<file path="src/rtl/c_vc_credit_sched.sv">
// Credit-based round-robin scheduler sharing one link among num_vcs VCs; packet-locked grants.
// Latency: gnt is combinational from req (0 cycles); credits visible next cycle (same cycle with C_VC_CREDIT_SCHED_BYPASS_EN).
// Backpressure: a VC with no downstream credits is ineligible; a locked VC at 0 credits idles the link.
module c_vc_credit_sched #(
    parameter int num_vcs = 4,
    parameter int depth = 8,
    localparam int vc_idx_width = $clog2(num_vcs),
    localparam int free_width = $clog2(depth + 1)
) (
    input  logic                    clk,
    input  logic                    reset,
    input  logic                    active,
    input  logic [num_vcs-1:0]      req,
    input  logic [num_vcs-1:0]      req_tail,
    output logic [num_vcs-1:0]      gnt,
    output logic                    gnt_vld,
    input  logic                    cred_vld,
    input  logic [vc_idx_width-1:0] cred_vc,
    output logic [num_vcs-1:0]      vc_empty,
    output logic [num_vcs-1:0]      vc_full,
    output logic [1:0]              errors
);

    localparam int cw = vc_idx_width + 1;
    localparam logic [free_width-1:0] full_cnt = free_width'(depth);

    typedef enum logic {IDLE, LOCKED} state_t;

    state_t                  state;
    logic [vc_idx_width-1:0] rr_ptr;
    logic [vc_idx_width-1:0] lock_vc;
    logic [vc_idx_width-1:0] pick;
    logic [vc_idx_width-1:0] gnt_vc;
    logic [cw-1:0]           cand;
    logic [free_width-1:0]   free     [num_vcs];
    logic [free_width-1:0]   free_nxt [num_vcs];
    logic [num_vcs-1:0]      elig;
    logic [num_vcs-1:0]      cred_hit;
    logic                    found;
    logic                    gnt_any;
    logic                    legal;
    logic                    ovf;

    // With a power-of-two VC count every index is legal.
    if ((1 << vc_idx_width) == num_vcs) begin : g_pow2
        assign legal = 1'b1;
    end else begin : g_npow2
        assign legal = {1'b0, cred_vc} < cw'(num_vcs);
    end

    always_comb begin
        ovf = 1'b0;
        for (int v = 0; v < num_vcs; v++) begin
            cred_hit[v] = cred_vld & legal & (cred_vc == vc_idx_width'(v));
`ifdef C_VC_CREDIT_SCHED_BYPASS_EN
            elig[v] = req[v] & ((free[v] != '0) | cred_hit[v]);
`else
            elig[v] = req[v] & (free[v] != '0);
`endif
            ovf = ovf | (cred_hit[v] & (free[v] == full_cnt));
        end
        errors = {cred_vld & ~legal, ovf};
    end

    // First eligible VC at or after rr_ptr, in cyclic order.
    always_comb begin
        pick  = '0;
        found = 1'b0;
        cand  = '0;
        for (int i = 0; i < num_vcs; i++) begin
            cand = {1'b0, rr_ptr} + cw'(i);
            if (cand >= cw'(num_vcs)) begin
                cand = cand - cw'(num_vcs);
            end
            if (!found && elig[cand[vc_idx_width-1:0]]) begin
                found = 1'b1;
                pick  = cand[vc_idx_width-1:0];
            end
        end
    end

    always_comb begin
        gnt_vc  = (state == LOCKED) ? lock_vc : pick;
        gnt_any = active & reset & ((state == LOCKED) ? elig[lock_vc] : found);
        gnt_vld = gnt_any;
        for (int v = 0; v < num_vcs; v++) begin
            gnt[v] = gnt_any & (gnt_vc == vc_idx_width'(v));
        end
    end

    // A return into a full counter saturates rather than wrapping.
    always_comb begin
        for (int v = 0; v < num_vcs; v++) begin
            case ({gnt[v], cred_hit[v]})
                2'b10:   free_nxt[v] = free[v] - 1'b1;
                2'b01:   free_nxt[v] = (free[v] == full_cnt) ? free[v] : free[v] + 1'b1;
                default: free_nxt[v] = free[v];
            endcase
        end
    end

    always_ff @(posedge clk or negedge reset) begin
        if (!reset) begin
            for (int v = 0; v < num_vcs; v++) begin
                free[v] <= full_cnt;
            end
            vc_empty <= '1;
            vc_full  <= '0;
        end else if (active) begin
            for (int v = 0; v < num_vcs; v++) begin
                free[v]     <= free_nxt[v];
                vc_empty[v] <= (free_nxt[v] == full_cnt);
                vc_full[v]  <= (free_nxt[v] == '0);
            end
        end
    end

    always_ff @(posedge clk or negedge reset) begin
        if (!reset) begin
            state   <= IDLE;
            rr_ptr  <= '0;
            lock_vc <= '0;
        end else if (gnt_any) begin
            if (req_tail[gnt_vc]) begin
                state  <= IDLE;
                rr_ptr <= (gnt_vc == vc_idx_width'(num_vcs - 1)) ? '0 : gnt_vc + 1'b1;
            end else begin
                state   <= LOCKED;
                lock_vc <= gnt_vc;
            end
        end
    end

`ifndef SYNTHESIS
    always @(posedge clk) begin
        if (reset && active && errors[0]) begin
            $display("c_vc_credit_sched: credit overflow on vc %0d", cred_vc);
        end
        if (reset && active && errors[1]) begin
            $display("c_vc_credit_sched: illegal credit vc index %0d dropped", cred_vc);
        end
    end
`endif

endmodule

</file>
<file path="config.mk">
export PLATFORM = sky130hd
export DESIGN_NAME = c_vc_credit_sched
export DESIGN_NICKNAME = d
export VERILOG_FILES = /design/src/rtl/c_vc_credit_sched.sv
export SDC_FILE = /design/constraint.sdc
export NUM_CORES = 1
export LEC_CHECK = 0
export ABC_AREA = 1
export BUFFER_PORTS_ARGS = -buffer_cell sky130_fd_sc_hd__clkbuf_2
export CAP_MARGIN = 25
export CORE_MARGIN = 3
export CORE_UTILIZATION = 35
export CTS_BUF_LIST = sky130_fd_sc_hd__clkbuf_4
export CTS_CLUSTER_SIZE = 10
export DETAILED_ROUTE_END_ITERATION = 6
export PLACE_DENSITY = 0.5
export SETUP_SLACK_MARGIN = 0.1
export SLEW_MARGIN = 0
export SYNTH_ARGS = -nofsm -noshare
export SYNTH_HDL_FRONTEND = slang
export SYNTH_SLANG_ARGS = --single-unit
</file>
<file path="constraint.sdc">
create_clock -name clk -period 9.9 [get_ports clk]
set_clock_uncertainty 0.1 [all_clocks]
set_input_delay 1.98 -clock clk [delete_from_list [all_inputs] [get_ports clk]]
set_output_delay 1.98 -clock clk [all_outputs]
set_load 0.01 [all_outputs]
</file>
==> results of run 1 <==
-- routing by layer --
metal / routed length [µm] / track usage (%) / vias up / share of wire, %
li1: - / - / 1296 / -
met1: 3140 / 20.4 / 1114 / 48
met2: 3010 / 26.3 / 46 / 46
met3: 296 / 3.17 / 12 / 4.5
met4: 106 / 6.47 / 0 / 1.6
met5: 0 / 0 / - / 0
-- state kept, by name (all words and copies together) (netlist names) --
| name | count |
|---|---|
| free | 16 |
| lock_vc | 2 |
| rr_ptr | 2 |
| state | 1 |
| vc_empty | 4 |
| vc_full | 4 |
-- power groups by stage --
stage	Clock [mW]	Combinational [mW]	Sequential, mW
after global placement	0	0.584	0.238
after floorplan	0	0.471	0.219
after global routing	0.110	0.663	0.242
after CTS	0.106	0.584	0.234
final	0.102	0.580	0.235
after detailed placement	0	0.584	0.235
-- metrics by stage --
stage	cell area [µm²]	util (%)	hold WS, ns
after floorplan	2630	-	0.374
after global placement	2830	40.3	0.359
after detailed placement	2830	40.3	0.363
after CTS	2910	41.4	0.380
after global routing	2910	41.4	0.400
final	2910	41.4	0.371
-- logic make-up (layout without fill, tap and decap cells) --
| logic type | count (synthesis) | after routing | synth area share [%] |
|---|---|---|---|
| flops | 29 | 29 | 28.0 |
| compound gates | 75 | 75 | 17.3 |
| other cells | 1 | 1 | 0.143 |
| xor+xnor | 1 | 1 | 0.619 |
| simple gates | 181 | 181 | 33.8 |
| buf+inv | 67 | 94 | 10.6 |
| fa+ha+maj | 20 | 20 | 9.52 |
-- worst min-delay path: stages (launching register included) --
cell	delay, ns
dfstp_2	0.38
nand2_1	0.05
nand2_1	0.05
-- final timing paths --
check                                     endpoint  slack [ns]  depth (start not counted)
max                                         gnt[3]        4.28                         16
min                        vc_empty[0]$_DFFE_PN1P_        0.37                          2
max reg2reg                vc_empty[1]$_DFFE_PN1P_        6.16                         23
min reg2reg                vc_empty[0]$_DFFE_PN1P_        0.37                          2
max in group asynchronous  vc_empty[3]$_DFFE_PN1P_        7.83                          2
min in group asynchronous   vc_full[2]$_DFFE_PN0P_        1.53                          2
-- cells in the mapped netlist --
| library cell | instances |
|---|---|
| nand2_4 | 4 |
| clkbuf_1 | 4 |
| a22o_1 | 3 |
| a31oi_1 | 3 |
| nor2_1 | 12 |
| nand2_2 | 8 |
| a211oi_1 | 6 |
| nand3_1 | 44 |
| nor3_1 | 6 |
| dfrtp_1 | 21 |
| inv_1 | 51 |
| nand3b_1 | 1 |
| ha_1 | 20 |
| conb_1 | 1 |
| a21boi_4 | 1 |
| a21oi_1 | 11 |
| o21ai_0 | 39 |
| inv_2 | 7 |
| xnor2_2 | 1 |
| buf_4 | 3 |
| nor2_2 | 3 |
| a21oi_2 | 1 |
| dfstp_2 | 8 |
| buf_6 | 2 |
| nand2_1 | 85 |
| nand4_1 | 5 |
| or2_1 | 1 |
| o31ai_1 | 3 |
| o221ai_1 | 4 |
| nor3_2 | 1 |
| nand3_2 | 9 |
| or2_2 | 1 |
| o211ai_1 | 4 |
| or3b_1 | 1 |
-- cell type report --
type | count | area share, %
multi-input combinational | 278 | 55.5
sequential | 29 | 25.3
inverter | 58 | 7.48
timing repair buffer | 28 | 4.90
tap | 96 | 4.13
clock buffer | 6 | 1.55
clock inverter | 2 | 1.16
==> summary.txt, run 1 <==
Outcome: complete, no violations
Post-Syn Area: 0.00263 mm²
Crit path cell chain: clkbuf_2 -> nand3_1 -> nand2_1 -> nand2_1 -> nand2_1 -> nand2_4 -> nand2_4 -> nor2_2 -> nand2_1 -> nand2_2 -> nand2_4 -> inv_1 -> ha_1 -> nand2_1 -> inv_1 -> clkbuf_2
Vias in the first global route: 2369
Root Buffer: clkbuf_4
Switching part of the total: 52.6%
Sequential power share: 25.6%
Top delay family on crit path: simple AND/OR/NAND/NOR gates
Die extent in y: 92.6 µm
Critical path class: input port to output port
Measured slew at the worst slew-check pin: 0.576 ns
Global route overflow: 0
Post-synthesis cell count: 374
Mapped Nets: 408
Post-cts hold buffer count: 0
First-pass GRT wire length: 10900 µm
Register area share after synthesis: 28.0%
GPL Wtd Cong: 0.841
Area of the multi-input gates: 0.00161 mm²
Commonest non-fill, non-tap cell in the layout: nand2_1
Yosys reg bits: 29
Ratio of cells with drive above 1 in the final layout: 19.7%
Area contributors post-synth: dfrtp_1 20%, nand2_1 12%, ha_1 9.5%
Part of the power in combinational logic: 63.3%
Number of distinct library cells after synthesis: 34
Non-Filler Instances: 497
Antenna Cells: 0
Crit-path most repeated cell: nand2_1
Clk pin slew, worst setup/hold paths: 0.09 ns
Antenna viol nets, final: 0
PwrDens: 315 mW/mm²
Syn_area_per_cell: 7.03 µm²
Overall Power: 917 µW
Drt drc: 0
Hold Crit Class: flop to flop
Setup ws final: 4.28 ns
RSZ-0062 raised after global routing: no
Final min period: 5.62 ns
CP max FO: 8
Drt via density: 4.97
Synth warn: 0
CP required: 7.82 ns
Most frequent cells in the layout: 85 x nand2_1, 51 x inv_1, 44 x nand3_1, 39 x o21ai_0, 27 x clkbuf_2
Clock power share: 11.2%
Switch Pwr: 483 µW
Startpoint Class: input port
Number of gates resized after CTS: 0
Max capacitance violation total: 0
H-tree levels: 2
Static leakage: 1.44 nW
Hold Vio Cnt, Final: 0
Final #Nets: 434
TritonCTS clock tree: yes
Min-Delay Startpoint: vc_empty[0]$_DFFE_PN1P_
Worst Setup End Kind: output port
P&R area growth vs syn: 10.7%
Die area: 0.00858 mm²
Setup-failing EPs final: 0
Register area: 736 µm²
Share of the synthesized area in the top cell type: 20.0%
WL/cell: 13.2 µm
Total wire length: 6550 µm
CP max stage delay: 0.20 ns
R2R Path Start: free[0]$_DFFE_PN0P_
Setup bufs post-CTS: 0
Placed Cells: 489
Dominant cell type by area after synthesis: dfrtp_1
Clock sink count: 29
Clk Latency, worst-skew pair: 0.35 ns
I/O Pins: 29
Initial antenna violation count: 0
Max VDD drop: 0.0857 mV
Internal Pwr Total: 434 µW
Gr usage total: 16.0%
Arrival @ worst endpoint: 3.54 ns
Final Slew Violations: 0
Via count: 2468
Post-DP HPWL: 5100 µm
Crit path launch: req[1]
CTS buffer count: 5
Port buffer count: 27
Drt pass-1 iters: 4
DR iter-0 viols: 89
Core area: 0.00702 mm²
Period utilisation layout: 56.8%
Filler cell count: 744
TNS Setup: 0 ns
Largest net degree at the start of global routing: 31
Worst rel slew slack: 61.6%
Fmax achieved: 178 MHz
CP Buf/Inv Count: 4
FP Rows: 30
Pre-CTS WS: 4.28 ns
Crit-path slowest cell: ha_1
DIE WIDTH: 92.6 µm
Starting density of the core: 37.4%
Clk buf depth: 2
Power figures use the tool's default switching activity.
==> run 2: changes to the inputs <==
--- a/config.mk
+++ b/config.mk
@@ -13,7 +13,7 @@
 export CTS_BUF_LIST = sky130_fd_sc_hd__clkbuf_4
 export CTS_CLUSTER_SIZE = 10
 export DETAILED_ROUTE_END_ITERATION = 6
-export PLACE_DENSITY = 0.5
+export PLACE_DENSITY = 0.52
 export SETUP_SLACK_MARGIN = 0.1
 export SLEW_MARGIN = 0
 export SYNTH_ARGS = -nofsm -noshare
==> constraint.sdc (replaced) <==
create_clock -name clk -period 5 [get_ports clk]
set_clock_uncertainty 0.1 [all_clocks]
set_input_delay 1 -clock clk [delete_from_list [all_inputs] [get_ports clk]]
set_output_delay 1 -clock clk [all_outputs]
set_load 0.01 [all_outputs]
==> run 2 against run 1 <==
Combinational power is 97% higher; non-clock buffer count increased by 1; die area stayed put.
==> summary.txt, run 2 (synthesis gave the netlist of run 1 again) <==
Clk pin slew, worst setup/hold paths: 0.10 ns (was 0.09 ns)
CTS buffer count: 5 (unchanged)
TNS Setup: 0 ns (unchanged)
Biggest register: free (unchanged)
Drt drc: 0 (unchanged)
WL/cell: 12.6 µm (was 13.2 µm)
R2R Path Start: free[12]$_DFFE_PN0P_ (was free[0]$_DFFE_PN0P_)
Ratio of cells with drive above 1 in the final layout: 19.7% (about the same)
Most frequent cells in the layout: 85 x nand2_1, 51 x inv_1, 44 x nand3_1, 39 x o21ai_0, 27 x clkbuf_2 (unchanged)
Gr usage total: 14.9% (was 16.0%)
Drt via density: 4.97 (about the same)
Outcome: complete, no violations (unchanged)
DR iter-0 viols: 91 (was 89)
CP max FO: 8 (unchanged)
Hold Vio Cnt, Final: 0 (unchanged)
Crit Reg-Reg Endpoint: vc_full[1]$_DFFE_PN0P_ (was vc_empty[1]$_DFFE_PN1P_)
Non-Filler Instances: 498 (was 497)
Hold Crit Class: flop to flop (unchanged)
Worst Hold Path EP: vc_empty[0]$_DFFE_PN1P_ (unchanged)
Port buffer count: 27 (unchanged)
Max reg flops: 16 (unchanged)
Vias in the first global route: 2171 (was 2369)
Max capacitance violation total: 0 (unchanged)
Initial antenna violation count: 0 (unchanged)
Largest net degree at the start of global routing: 30 (was 31)
Drt pass-1 iters: 4 (unchanged)
Die extent in y: 92.6 µm (unchanged)
P&R area growth vs syn: 9.90% (was 10.7%)
Setup-failing EPs final: 0 (unchanged)
Filler cell count: 740 (was 744)
Final core occ: 41.1% (was 41.4%)
Total wire length: 6290 µm (was 6550 µm)
RSZ-0062 raised after global routing: no (unchanged)
Setup bufs post-CTS: 0 (unchanged)
Worst rel slew slack: 60.8% (was 61.6%)
Measured slew at the worst slew-check pin: 0.588 ns (was 0.576 ns)
Starting density of the core: 37.4% (unchanged)
Final min period: 3.88 ns
Antenna viol nets, final: 0 (unchanged)
Startpoint Class: flop (was input port)
TritonCTS clock tree: yes (unchanged)
GPL Wtd Cong: 0.919 (was 0.841)
Period utilisation layout: 77.6%
I/O Pins: 29 (unchanged)
Worst Setup End Kind: output port (unchanged)
Post-cts hold buffer count: 0 (unchanged)
DIE WIDTH: 92.6 µm (unchanged)
Via count: 2476 (was 2468)
Clk Latency, worst-skew pair: 0.34 ns (was 0.35 ns)
First-pass GRT wire length: 10300 µm (was 10900 µm)
Commonest non-fill, non-tap cell in the layout: nand2_1 (unchanged)
Root Buffer: clkbuf_4 (unchanged)
Worst hold path depth: 2 (unchanged)
Clock sink count: 29 (unchanged)
Placed inst area: 0.00284 mm² (was 0.00283 mm²)
Placed Cells: 490 (was 489)
Final Slew Violations: 0 (unchanged)
CP required: 3.90 ns (was 7.82 ns)
Number of gates resized after CTS: 0 (unchanged)
Critical path class: flop to output port (was input port to output port)
Post-DP HPWL: 4970 µm (was 5100 µm)
Overall Power: 1.75 mW (was 917 µW)
Final #Nets: 435 (was 434)
FP Rows: 30 (unchanged)
Global route overflow: 0 (unchanged)
Final Instance Area: 0.00289 mm² (was 0.00291 mm²)
R2r setup slk: 1.32 ns (was 6.16 ns)
Max VDD drop: 0.205 mV (was 0.0857 mV)
Static leakage: 1.43 nW (was 1.44 nW)
Top Registers: free x16, vc_empty x4, vc_full x4 (unchanged)
Die area: 0.00858 mm² (unchanged)
H-tree levels: 2 (unchanged)
Arrival @ worst endpoint: 2.78 ns (was 3.54 ns)
Clk buf depth: 2 (unchanged)
Fmax achieved: 258 MHz
Core area: 0.00702 mm² (unchanged)
Min-Delay Startpoint: vc_empty[0]$_DFFE_PN1P_ (unchanged)
Antenna Cells: 0 (unchanged)
Cells on worst reg2reg path: 23 (unchanged)
PwrDens: 605 mW/mm² (was 315 mW/mm²)
[run 2: cell count changes in the layout (fill, tap and decap cells not counted)]
cell	previous run	this run
buf_4	1	2
bufinv_16	1	0
clkbuf_4	6	5
clkinv_1	1	2
clkinv_2	0	1
[run 2: worst max-delay path by stage]
| stage | endpoint | startpoint | slack [ns] |
|---|---|---|---|
| global route | gnt[1] | free[12]$_DFFE_PN0P_ | 0.84 |
| detailed placement | vc_empty[1]$_DFFE_PN1P_ | req[1] | 1.16 |
| global placement | vc_empty[1]$_DFFE_PN1P_ | req[1] | 1.23 |
| finish | gnt[3] | free[12]$_DFFE_PN0P_ | 1.12 |
| floorplan | vc_empty[1]$_DFFE_PN1P_ | req[1] | 1.55 |
| CTS | gnt[1] | free[12]$_DFFE_PN0P_ | 1.10 |
[run 2: routing by layer]
metal,up-vias,GRT usage [%],part of all wire [%]
met5,-,0,0
met4,0,4.27,0.89
met3,5,3.09,4.1
met2,54,24.7,45
met1,1113,19.7,50
li1,1304,-,-
[run 2: area by class of cell]
cell class	count	area (µm²)	area share [%]
timing repair buffer	29	150	5.20
multi-input combinational	278	1610	55.9
clock buffer	5	37.5	1.30
tap	96	120	4.16
sequential	29	736	25.5
inverter	58	218	7.54
clock inverter	3	12.5	0.433
[run 2: stage by stage]
step / hold WS, ns / setup slack, ns
finish: 0.375 / 1.12
global route: 0.400 / 0.840
detailed placement: 0.359 / 1.16
CTS: 0.378 / 1.10
floorplan: 0.374 / 1.55
global placement: 0.357 / 1.23
[run 2: critical path: stages (launching register included)]
cell      delay, ns
dfrtp_1        0.45
inv_1          0.14
ha_1           0.22
nand3_2        0.15
nand3_1        0.14
nand2_1        0.08
nand2_1        0.08
nand2_1        0.09
nand2_4        0.08
nand2_4        0.05
nor2_2         0.07
nand2_1        0.06
nand2_2        0.12
nand2_4        0.10
inv_1          0.11
ha_1           0.16
nand2_1        0.07
inv_1          0.12
clkbuf_2       0.14
[run 2: where the power goes]
part	internal, mW	total, mW	switching [mW]
registers	0.348	0.462	0.114
logic	0.402	1.14	0.739
clock network	0.0508	0.143	0.0923
==> run 3: changes to the inputs <==
--- a/config.mk
+++ b/config.mk
@@ -13,7 +13,7 @@
 export CTS_BUF_LIST = sky130_fd_sc_hd__clkbuf_4
 export CTS_CLUSTER_SIZE = 10
 export DETAILED_ROUTE_END_ITERATION = 6
-export PLACE_DENSITY = 0.52
+export PLACE_DENSITY = 0.5
 export SETUP_SLACK_MARGIN = 0.1
 export SLEW_MARGIN = 0
 export SYNTH_ARGS = -nofsm -noshare
==> constraint.sdc (replaced) <==
create_clock -name clk -period 3.94 [get_ports clk]
set_clock_uncertainty 0.1 [all_clocks]
set_input_delay 0.788 -clock clk [delete_from_list [all_inputs] [get_ports clk]]
set_output_delay 0.788 -clock clk [all_outputs]
set_load 0.01 [all_outputs]
==> run 3 against run 2 <==
Sequential power grew 27%; sequential share of layout area shrank 0.92 points; design area grew 4.1%; hold slack gained 0.0014 ns; sequential cell count is the same; global-route usage grew 1.2 points; power grew 37%; clock power grew 78%; critical path depth shrank 1; combinational power grew 36%; clock-buffer cell count grew 1.
==> summary.txt, run 3 (synthesis gave the netlist of run 1 again) <==
Switch Pwr: 1.24 mW (was 945 µW)
Gr usage total: 16.1% (was 14.9%)
Switching part of the total: 51.9% (was 54.1%)
Die area: 0.00858 mm² (unchanged)
Vias in the first global route: 2360 (was 2171)
Outcome: complete, no violations (unchanged)
DR iter-0 viols: 97 (was 91)
Antenna Cells: 0 (unchanged)
Fmax achieved: 280 MHz
Critical path class: flop to output port (unchanged)
DIE WIDTH: 92.6 µm (unchanged)
Root Buffer: clkbuf_4 (unchanged)
GR peak layer: met2 (unchanged)
Max VDD drop: 0.212 mV (was 0.205 mV)
Biggest register: free (unchanged)
Core area: 0.00702 mm² (unchanged)
Sequential power share: 24.6% (was 26.4%)
Placed Cells: 490 (unchanged)
Drt via density: 4.98 (was 4.97)
TNS Setup: 0 ns (unchanged)
Max capacitance violation total: 0 (unchanged)
PwrDens: 794 mW/mm² (was 605 mW/mm²)
Hold Vio Cnt, Final: 0 (unchanged)
Static leakage: 1.47 nW (was 1.43 nW)
Final min period: 3.58 ns
Worst Setup End Kind: output port (unchanged)
Global route overflow: 0 (unchanged)
Total wire length: 6730 µm (was 6290 µm)
Measured slew at the worst slew-check pin: 0.678 ns (was 0.588 ns)
Port buffer count: 27 (unchanged)
First-pass GRT wire length: 11200 µm (was 10300 µm)
Via count: 2514 (was 2476)
Arrival @ worst endpoint: 2.69 ns (was 2.78 ns)
WL/cell: 13.3 µm (was 12.6 µm)
Die extent in y: 92.6 µm (unchanged)
Drt pass-1 iters: 4 (unchanged)
H-tree levels: 2 (unchanged)
Largest net degree at the start of global routing: 30 (unchanged)
M3 GR Usage: 3.74% (was 3.09%)
Hold Crit Class: flop to flop (unchanged)
Final #Nets: 442 (was 435)
Cells on worst reg2reg path: 23 (unchanged)
Clock power share: 10.6% (was 8.2%)
RSZ-0062 raised after global routing: yes (was no)
FP Rows: 30 (unchanged)
Register area: 738 µm² (was 736 µm²)
Post-DP HPWL: 5190 µm (was 4970 µm)
Antenna viol nets, final: 0 (unchanged)
Area of the multi-input gates: 0.00165 mm² (was 0.00161 mm²)
Clock sink count: 29 (unchanged)
Final Slew Violations: 0 (unchanged)
Met1 usage: 22.1% (was 19.7%)
Clk pin slew, worst setup/hold paths: 0.11 ns (was 0.10 ns)
Worst hold path depth: 2 (unchanged)
Initial antenna violation count: 0 (unchanged)
CP max FO: 8 (unchanged)
Part of the power in combinational logic: 64.8% (was 65.4%)
TritonCTS clock tree: yes (unchanged)
Grt met2 use: 25.9% (was 24.7%)
Non-Filler Instances: 505 (was 498)
Ratio of cells with drive above 1 in the final layout: 26.2% (was 19.7%)
Starting density of the core: 37.4% (unchanged)
Top Registers: free x16, vc_empty x4, vc_full x4 (unchanged)
Most frequent cells in the layout: 85 x nand2_1, 42 x inv_1, 42 x nand3_1, 39 x o21ai_0, 27 x clkbuf_2 (was 85 x nand2_1, 51 x inv_1, 44 x nand3_1, 39 x o21ai_0, 27 x clkbuf_2)
Post-cts hold buffer count: 0 (unchanged)
Internal Pwr Total: 1.15 mW (was 801 µW)
CP required: 3.05 ns (was 3.90 ns)
Clk buf depth: 2 (unchanged)
Commonest non-fill, non-tap cell in the layout: nand2_1 (unchanged)
I/O Pins: 29 (unchanged)
CTS buffer count: 5 (unchanged)
P&R area growth vs syn: 14.4% (was 9.90%)
Worst rel slew slack: 54.7% (was 60.8%)
Startpoint Class: flop (unchanged)
GPL Wtd Cong: 0.869 (was 0.919)
Max reg flops: 16 (unchanged)
Drt drc: 0 (unchanged)
Clk Latency, worst-skew pair: 0.33 ns (was 0.34 ns)
Period utilisation layout: 90.8%
Setup-failing EPs final: 0 (unchanged)
Filler cell count: 761 (was 740)
[run 3: cell type report]
cell class	instances	share of cell area, %
clock buffer	6	1.50
clock inverter	2	1.12
inverter	58	7.24
multi-input combinational	278	54.8
sequential	29	24.6
tap	96	4.00
timing repair buffer	36	6.74
[run 3: metrics by stage]
| stage | hold WS [ns] | util, % | cell area [µm²] | worst slack [ns] | total power, mW |
|---|---|---|---|---|---|
| 6_report | 0.376 | 42.8 | 3010 | 0.364 | 2.39 |
| 5_1_grt | 0.398 | 42.8 | 3010 | 0.0797 | 2.65 |
| 4_1_cts | 0.379 | 41.6 | 2920 | 0.276 | 2.33 |
| 3_5_place_dp | 0.360 | 40.4 | 2840 | 0.305 | 2.06 |
| 3_3_place_gp | 0.356 | 40.4 | 2840 | 0.340 | 2.06 |
| 2_1_floorplan | 0.374 | - | 2630 | 0.696 | 1.73 |
[run 3: layer usage]
layer,up-vias,share of wire (%)
met5,-,0
met4,0,0.80
met3,5,4.3
met2,34,46
met1,1157,49
li1,1318,-
[run 3: final timing paths]
check | start | end | slack [ns]
min reg2reg | vc_empty[3]$_DFFE_PN1P_ | vc_empty[3]$_DFFE_PN1P_ | 0.38
min in group asynchronous | reset | vc_full[2]$_DFFE_PN0P_ | 0.39
max reg2reg | free[12]$_DFFE_PN0P_ | vc_empty[1]$_DFFE_PN1P_ | 0.39
max | free[12]$_DFFE_PN0P_ | gnt[3] | 0.36
min | vc_empty[3]$_DFFE_PN1P_ | vc_empty[3]$_DFFE_PN1P_ | 0.38
max in group asynchronous | reset | free[11]$_DFFE_PN1P_ | 3.01
[run 3: power groups by stage]
stage	combinational (mW)	clock, mW	sequential (mW)
finish	1.55	0.254	0.588
global route	1.77	0.279	0.607
CTS	1.48	0.269	0.584
detailed placement	1.47	0	0.589
global placement	1.47	0	0.593
floorplan	1.18	0	0.551
[run 3: critical path, cell delays in order (launching register included)]
cell and delay, ns:
dfrtp_2 0.45, inv_2 0.09, ha_2 0.20, nand3_2 0.14
nand3_1 0.16, nand3_1 0.14, nand2_4 0.13, nand2_4 0.06
nand2_4 0.07, nor2_2 0.03, nand2_1 0.08, nand2_2 0.10
nand2_4 0.14, inv_1 0.09, ha_1 0.20, nand2_1 0.09
inv_1 0.06, clkbuf_2 0.13
[run 3: timing repair]
item | CTS | global route
buffers inserted | 0 | 7
endpoints found under the setup margin | 0 | 15
gates resized for setup | 0 | 20
